$ cat config.mk
export PLATFORM = sky130hd
export DESIGN_NAME = ram_port_arbiter
export DESIGN_NICKNAME = d
export VERILOG_FILES = /design/src/rtl/ram_port_arbiter.sv
export SDC_FILE = /design/constraint.sdc
export NUM_CORES = 1
export LEC_CHECK = 0
export CAP_MARGIN = 0
export CORE_UTILIZATION = 31
export CTS_CLUSTER_DIAMETER = 30
export DETAILED_ROUTE_END_ITERATION = 10
export PLACE_DENSITY = 0.79
export SLEW_MARGIN = 20
export SYNTH_ARGS = -nofsm -noshare
export SYNTH_HDL_FRONTEND = slang
export SYNTH_SLANG_ARGS = --single-unit
$ cat constraint.sdc
create_clock -name clk -period 3.35 [get_ports clk]
set_input_delay 1.005 -clock clk [delete_from_list [all_inputs] [get_ports clk]]
set_output_delay 1.005 -clock clk [all_outputs]
set_load 0.1 [all_outputs]
$ cat src/rtl/ram_port_arbiter.sv
// ram_port_arbiter
//
// Shares one single-port data RAM between the CPU load/store path and a debug/host port.
// The CPU has default priority. A starvation counter forces a debug slot after MAXWAIT
// consecutive blocked debug cycles, and the CPU is stalled for that slot. After every
// debug grant the arbiter spends one HOLD cycle in which debug cannot be granted, so the
// CPU always makes forward progress.
//
// Optional feature (macro ARB_STATS_EN): adds saturating 8-bit counters stall_cnt
// (cycles with cpu_stall=1) and dbg_cnt (dbg_gnt pulses). When the macro is undefined,
// both ports and both counters are absent.
//
// Ports:
//   clk, nreset                 clock, asynchronous active-low reset
//   cpu_req/we/addr/wdata       CPU access request (lw|sw)
//   cpu_gnt, cpu_stall          CPU access performed / CPU must freeze this cycle
//   cpu_rdata                   combinational read data (valid when cpu_gnt=1)
//   dbg_req/we/addr/wdata       debug request, level, held until dbg_gnt
//   dbg_gnt                     debug access performed this cycle
//   dbg_rvalid, dbg_rdata       registered debug read result, one cycle after grant
//   stall_cnt, dbg_cnt          statistics counters (ARB_STATS_EN only)
//   ram_addr/din/we, ram_dout   RAM interface (RAM writes on posedge, reads combinationally)

module ram_port_arbiter #(
  parameter int unsigned n       = 8,
  parameter int unsigned Asize   = 8,
  parameter int unsigned MAXWAIT = 4
) (
  input  logic             clk,
  input  logic             nreset,
  // CPU port
  input  logic             cpu_req,
  input  logic             cpu_we,
  input  logic [Asize-1:0] cpu_addr,
  input  logic [n-1:0]     cpu_wdata,
  output logic             cpu_gnt,
  output logic             cpu_stall,
  output logic [n-1:0]     cpu_rdata,
  // Debug port
  input  logic             dbg_req,
  input  logic             dbg_we,
  input  logic [Asize-1:0] dbg_addr,
  input  logic [n-1:0]     dbg_wdata,
  output logic             dbg_gnt,
  output logic             dbg_rvalid,
  output logic [n-1:0]     dbg_rdata,
`ifdef ARB_STATS_EN
  output logic [7:0]       stall_cnt,
  output logic [7:0]       dbg_cnt,
`endif
  // RAM port
  output logic [Asize-1:0] ram_addr,
  output logic [n-1:0]     ram_din,
  output logic             ram_we,
  input  logic [n-1:0]     ram_dout
);

  localparam logic ARB  = 1'b0;
  localparam logic HOLD = 1'b1;

  localparam logic [3:0] MaxWait = 4'(MAXWAIT);

  logic             state_q, state_d;
  logic [3:0]       wait_cnt_q, wait_cnt_d;
  logic             dbg_rvalid_q, dbg_rvalid_d;
  logic [n-1:0]     dbg_rdata_q, dbg_rdata_d;
  logic             wait_at_max;

  assign wait_at_max = (wait_cnt_q == MaxWait);

  // Grant decode. HOLD blocks debug even when the CPU is idle.
  always_comb begin
    dbg_gnt   = (state_q == ARB) & dbg_req & (~cpu_req | wait_at_max);
    cpu_gnt   = cpu_req & ~dbg_gnt;
    cpu_stall = cpu_req & dbg_gnt;
  end

  // RAM mux. A stalled CPU write never reaches the RAM because the debug side owns
  // the port in that cycle.
  always_comb begin
    if (dbg_gnt) begin
      ram_addr = dbg_addr;
      ram_din  = dbg_wdata;
      ram_we   = dbg_we;
    end else begin
      ram_addr = cpu_addr;
      ram_din  = cpu_wdata;
      ram_we   = cpu_we & cpu_req;
    end
  end

  assign cpu_rdata = ram_dout;

  // Next state
  always_comb begin
    state_d = ARB;
    unique case (state_q)
      ARB:     state_d = dbg_gnt ? HOLD : ARB;
      HOLD:    state_d = ARB;
      default: state_d = ARB;
    endcase
  end

  // Starvation counter: counts blocked debug cycles, clears on grant or withdrawal.
  always_comb begin
    wait_cnt_d = 4'd0;
    if (dbg_req && !dbg_gnt) begin
      wait_cnt_d = wait_at_max ? wait_cnt_q : wait_cnt_q + 4'd1;
    end
  end

  // Debug read capture. dbg_rdata keeps its value until the next debug read.
  always_comb begin
    dbg_rvalid_d = dbg_gnt & ~dbg_we;
    dbg_rdata_d  = dbg_rdata_q;
    if (dbg_gnt && !dbg_we) begin
      dbg_rdata_d = ram_dout;
    end
  end

  always_ff @(posedge clk or negedge nreset) begin
    if (!nreset) begin
      state_q      <= ARB;
      wait_cnt_q   <= 4'd0;
      dbg_rvalid_q <= 1'b0;
      dbg_rdata_q  <= '0;
    end else begin
      state_q      <= state_d;
      wait_cnt_q   <= wait_cnt_d;
      dbg_rvalid_q <= dbg_rvalid_d;
      dbg_rdata_q  <= dbg_rdata_d;
    end
  end

  assign dbg_rvalid = dbg_rvalid_q;
  assign dbg_rdata  = dbg_rdata_q;

`ifdef ARB_STATS_EN
  logic [7:0] stall_cnt_q, stall_cnt_d;
  logic [7:0] dbg_cnt_q, dbg_cnt_d;

  // Both counters saturate at 255.
  always_comb begin
    stall_cnt_d = stall_cnt_q;
    dbg_cnt_d   = dbg_cnt_q;
    if (cpu_stall && (stall_cnt_q != 8'hff)) begin
      stall_cnt_d = stall_cnt_q + 8'd1;
    end
    if (dbg_gnt && (dbg_cnt_q != 8'hff)) begin
      dbg_cnt_d = dbg_cnt_q + 8'd1;
    end
  end

  always_ff @(posedge clk or negedge nreset) begin
    if (!nreset) begin
      stall_cnt_q <= 8'd0;
      dbg_cnt_q   <= 8'd0;
    end else begin
      stall_cnt_q <= stall_cnt_d;
      dbg_cnt_q   <= dbg_cnt_d;
    end
  end

  assign stall_cnt = stall_cnt_q;
  assign dbg_cnt   = dbg_cnt_q;
`endif

endmodule

---- Yosys cells after proc, flatten, opt, wreduce, memory -nomap -nowiden ----
Index checks and enable logic that the tools add are counted.
cells by class
  equal/unequal tests ..................... 2
  mux-type cells .......................... 7
  div/mod/pow operators ................... 0
  $add $sub $neg .......................... 1
  bitwise gates (word level) .............. 11
  shifts and indexed selects .............. 0
  multipliers ............................. 0
  order comparisons ....................... 0
  reductions and logical operators ........ 4
operators by type and width
  operator             count
  $mux 8               2
  $mux 4               2
  $and 1x1->1          6
  $add 4x1->4 const B  1
  $eq 4x3->1 const B   1
  $not 1->1            4
  $logic_and 1x1->1    2
  $logic_not 1->1      2
  $mux 1               2
  $ne 2x2->1 const B   1
  $pmux 1 s2           1
  $or 1x1->1           1
storage, ports and cells
  bits in latches ......................... 0
  bits in read-only memories .............. 0
  memories kept ........................... 0
  register bits after elaboration ......... 14
  bits of input ports ..................... 46
  output and inout port bits .............. 37
  RAM bits ................................ 0
  logic and storage cells ................. 29

---- Logic depth before layout (Yosys ltp) ----
  depth in word-level cells ............... 6
  mapped depth ............................ 6
  gate-level depth less buffers ........... 5

---- Least setup slack after synthesis ----
Ideal clock, no wire load.
  path type ............................... input to output
  start ................................... input port cpu_req
  end ..................................... output port cpu_stall
  stages on the path ...................... 3
  data required time ...................... 2345 ps
  path slack .............................. -1102 ps
  path buffers ............................ 1
  arrival time ............................ 3447 ps
  cell sequence ........................... clkbuf_1 inv_1 nor3_1
on the way
  longest elaborated chain between the ends .. 4
RTL lines
  element        line  source
  from (decl)    32    input logic cpu_req,
  $not 1->1      73    dbg_gnt = (state_q == ARB) & dbg_req & (~cpu_req | wait_at_max);
  $or 1x1->1     73
  $and 1x1->1    73
  $and 1x1->1 *  75    cpu_stall = cpu_req & dbg_gnt;
  to (decl)      37    output logic cpu_stall,
Every way passes the cells marked *; elsewhere a longest branch is shown, timed or not.

---- Worst setup path after layout ----
  start ................................... input port dbg_req
  end ..................................... output port ram_addr[6]
on the way
  longest elaborated chain between the ends .. 3
RTL lines
  element                   line  source
  from (decl)               40    input logic dbg_req,
  $and 1x1->1 (2 in a row)  73
  $mux 8                    81    if (dbg_gnt) begin
  to (decl)                 52    output logic [Asize-1:0] ram_addr,
No other way between the ends.

==> summary.txt <==
Critical path
  • Worst-path fanout max: 9
  • R2r setup slk: about 1400 ps
  • CP arrival: 2240 ps
  • CP Launch Type: input port
  • Kind of critical path: input port to output port
  • Data required, critical path: 2340 ps
  • Reg2Reg Depth: 5
  • Slowest-stage cell, CP: mux2_4
  • Slowest stage delay, CP: 330 ps
  • Crit end category: output port
  • Crit-path cells: dlygate4sd2_1 > nand2b_2 > a21oi_4 > buf_8 > mux2_4 > buf_12

Drt
  • Initial DRT Pass Iterations: 2
  • Detailed Route Iter0 Violations: 7
  • DRC viols: 0
  • Post-Route WL: 3070 µm
  • Via count of the routed design: 917
  • DR vias/cell: 4.80
  • Post-DRT Antenna Nets: 0
  • Avg WL per Cell: 16.1 µm

Clocking
  • H-Tree Depth: 1
  • CTS Sinks: 14
  • Total CTS buffers: 3
  • Hold_buf cts: 0
  • Clock Latency Late Sink: 290 ps
  • CTS Root Cell: clkbuf_4
  • Setup bufs post-CTS: 0
  • Clock Path Buffers: 2
  • TritonCTS clock tree: done
  • Clock slew at reported path FFs: 80 ps

Synthesis
  • Yosys warning total: 0
  • Synth area leader: dfrtp_1
  • Synthesized-area fraction occupied by and/or/nand/nor cells: between 10% and 20%
  • Synthesized area per cell: between 10 and 15 µm²
  • Top_reg_cell synth: dfrtp_1
  • Syn_nets: 125
  • Compound-Gate Fraction of Synth Area: 8.40%
  • XOR/XNOR share of the synthesized area: 0.949%
  • Post-synthesis mux area share: 30.4%
  • Post-synthesis cell type count: 23
  • EDFF count, synth: 0
  • Adder-Cell Fraction of Synth Area: between 2 and 3%
  • Post-synth top area share: 37.9%
  • Synthesized flop and latch total: 14
  • Synth area leaders: dfrtp_1 38%, mux2_2 29%, buf_4 7.3%
  • FFs w/ async S/R, synth: 100%
  • Sequential share of the synthesized area: between 30 and 40%
  • Mapped Area: slightly above 900 µm²
  • Syn Inst Count: 77
  • Main combinational cell family by area after synthesis: multiplexers

Timing
  • Max_slew headroom: 54.8%
  • Transition time of the tightest slew-check pin: 676 ps
  • Final Worst Setup Slack: roughly 110 ps
  • Final hold vios: 0
  • Pins over their slew limit: 0
  • Setup Viol. Count Final: 0
  • Worst Clk Skew: 5.23 ps
  • WHS: 513 ps
  • RSZ-0062 raised after global routing: false
  • Tmin final: 3240 ps
  • Achievable Freq: about 300 MHz
  • Fin crit share: 96.8%

Floorplanning
  • Starting Density: between 30% and 40%
  • IO Count: 83
  • Std cell rows: 19
  • Placeable Area: around 2800 µm²
  • Die height: 56.6 µm
  • Die area: between 3000 and 4000 µm²
  • Die extent in x: 56.6 µm

Global route
  • Pin count of the biggest net entering global routing: 15
  • Initial antenna violation count: 0
  • Number of global-route vias before repair: 1,058
  • GRT Residual Overflow: 0
  • First-pass GRT wire length: 4910 µm
  • Aggregate global-route resource usage: 20.4%

Outcome
  • Status: finished, final reports clean

Pwr
  • P_leak: 0.947 nW
  • Power Dens Cells: 461 nW/µm²
  • Sw Ratio: 51.1%
  • Sequential power share: approximately 22%
  • Int Pwr: 0.478 mW
  • Clock power share: between 10% and 20%
  • Max VDD drop: between 0.5 and 0.6 mV
  • Switching pwr: 0.499 mW
  • Combinational power share: 65.8%

Job
  • Max_cap viols: 0

Placed design
  • Placer Congestion: ~0.74
  • Placed standard-cell area: roughly 2100 µm²
  • Number of port buffers: 82
  • Placed cell count: about 190
  • Place WS: -148 ps
  • Dpl hpwl: 2640 µm

Cells and area
  • Most frequent cells in the layout: 43 x clkdlybuf4s50_1, 28 x buf_12, 15 x mux2_2
  • Post-Layout Cell Count: about 190
  • Fraction of layout cells with a size suffix above 1: 50.0%
  • Final instance area: 2120 µm²
  • Final core utilization: between 70% and 80%
  • Commonest non-fill, non-tap cell in the layout: clkdlybuf4s50_1
  • Nets@finish: 209
  • ANT cells: 0
  • Syn-to-layout area delta: 129%

Hold path
  • Hold path depth: 1
  • HP Class: flop to flop
power by group through the flow:
stage / sequential [mW] / clock, mW / combinational [mW]
floorplan: 0.378 / 0 / 0.255
global placement: 0.211 / 0 / 0.634
detailed placement: 0.213 / 0 / 0.642
CTS: 0.210 / 0.130 / 0.647
global route: 0.213 / 0.139 / 0.658
finish: 0.210 / 0.124 / 0.643
metrics by stage:
stage	TNS [ps]	power (mW)
floorplan	-72.5	0.633
global placement	-1800	0.845
detailed placement	-2260	0.855
CTS	0	0.987
global route	0	1.01
finish	0	0.977
area by class of cell:
class | instances | area, µm²
Timing Repair Buffer | 89 | 1140
Fill cell | 188 | 663
Tap cell | 31 | 38.8
Sequential cell | 14 | 350
Multi-Input combinational cell | 50 | 538
Clock buffer | 4 | 36.3
Inverter | 3 | 11.3
path summary, 6_finish.rpt:
path	startpoint	end
setup / recovery	dbg_req	ram_addr[6]
min in group asynchronous	nreset	dbg_rdata[1]
setup reg to reg	wait_cnt_q[0]	dbg_rdata[3]
hold / removal	dbg_rdata[2]	dbg_rdata[2]
hold reg to reg	dbg_rdata[2]	dbg_rdata[2]
max in group asynchronous	nreset	wait_cnt_q[3]
routing by layer:
| metal | vias up | global-route usage [%] | routed length, µm |
|---|---|---|---|
| li1 | 438 | - | - |
| met1 | 436 | 20.2 | 1050 |
| met2 | 39 | 39.3 | 1780 |
| met3 | 4 | 7.14 | 225 |
| met4 | 0 | 5.92 | 20 |
| met5 | - | 0 | 0 |
cells by family after synthesis:
| family | after synthesis |
|---|---|
| compound gates | 8 |
| xor+xnor | 1 |
| fa+ha+maj | 2 |
| buf+inv | 13 |
| flops | 14 |
| mux | 25 |
| simple gates | 14 |
state kept, by name, summed over array words and instances (netlist names):
| name | count |
|---|---|
| state_q | 1 |
| wait_cnt_q | 4 |
| dbg_rdata | 8 |
| dbg_rvalid | 1 |
synthesized netlist by cell type, types with 2 or more instances:
cell type	instances
mux2_2	24
buf_4	9
dfrtp_1	14
a21boi_0	2
nor3b_1	2
a21oi_1	2
inv_1	3
nor2_1	3
ha_1	2
nand3_1	3
what timing repair did:
action | CTS | global route
gates resized for setup | 8 | 0
hold endpoints to repair | 0 | 0
setup endpoints to repair | 17 | 0
critical path, delay by kind of cell:
family	cells	cell delay (ps)
compound gates	1	210
buf+inv	3	600
simple gates	1	100
mux	1	330
No activity file was read; power rests on OpenSTA's default activity.
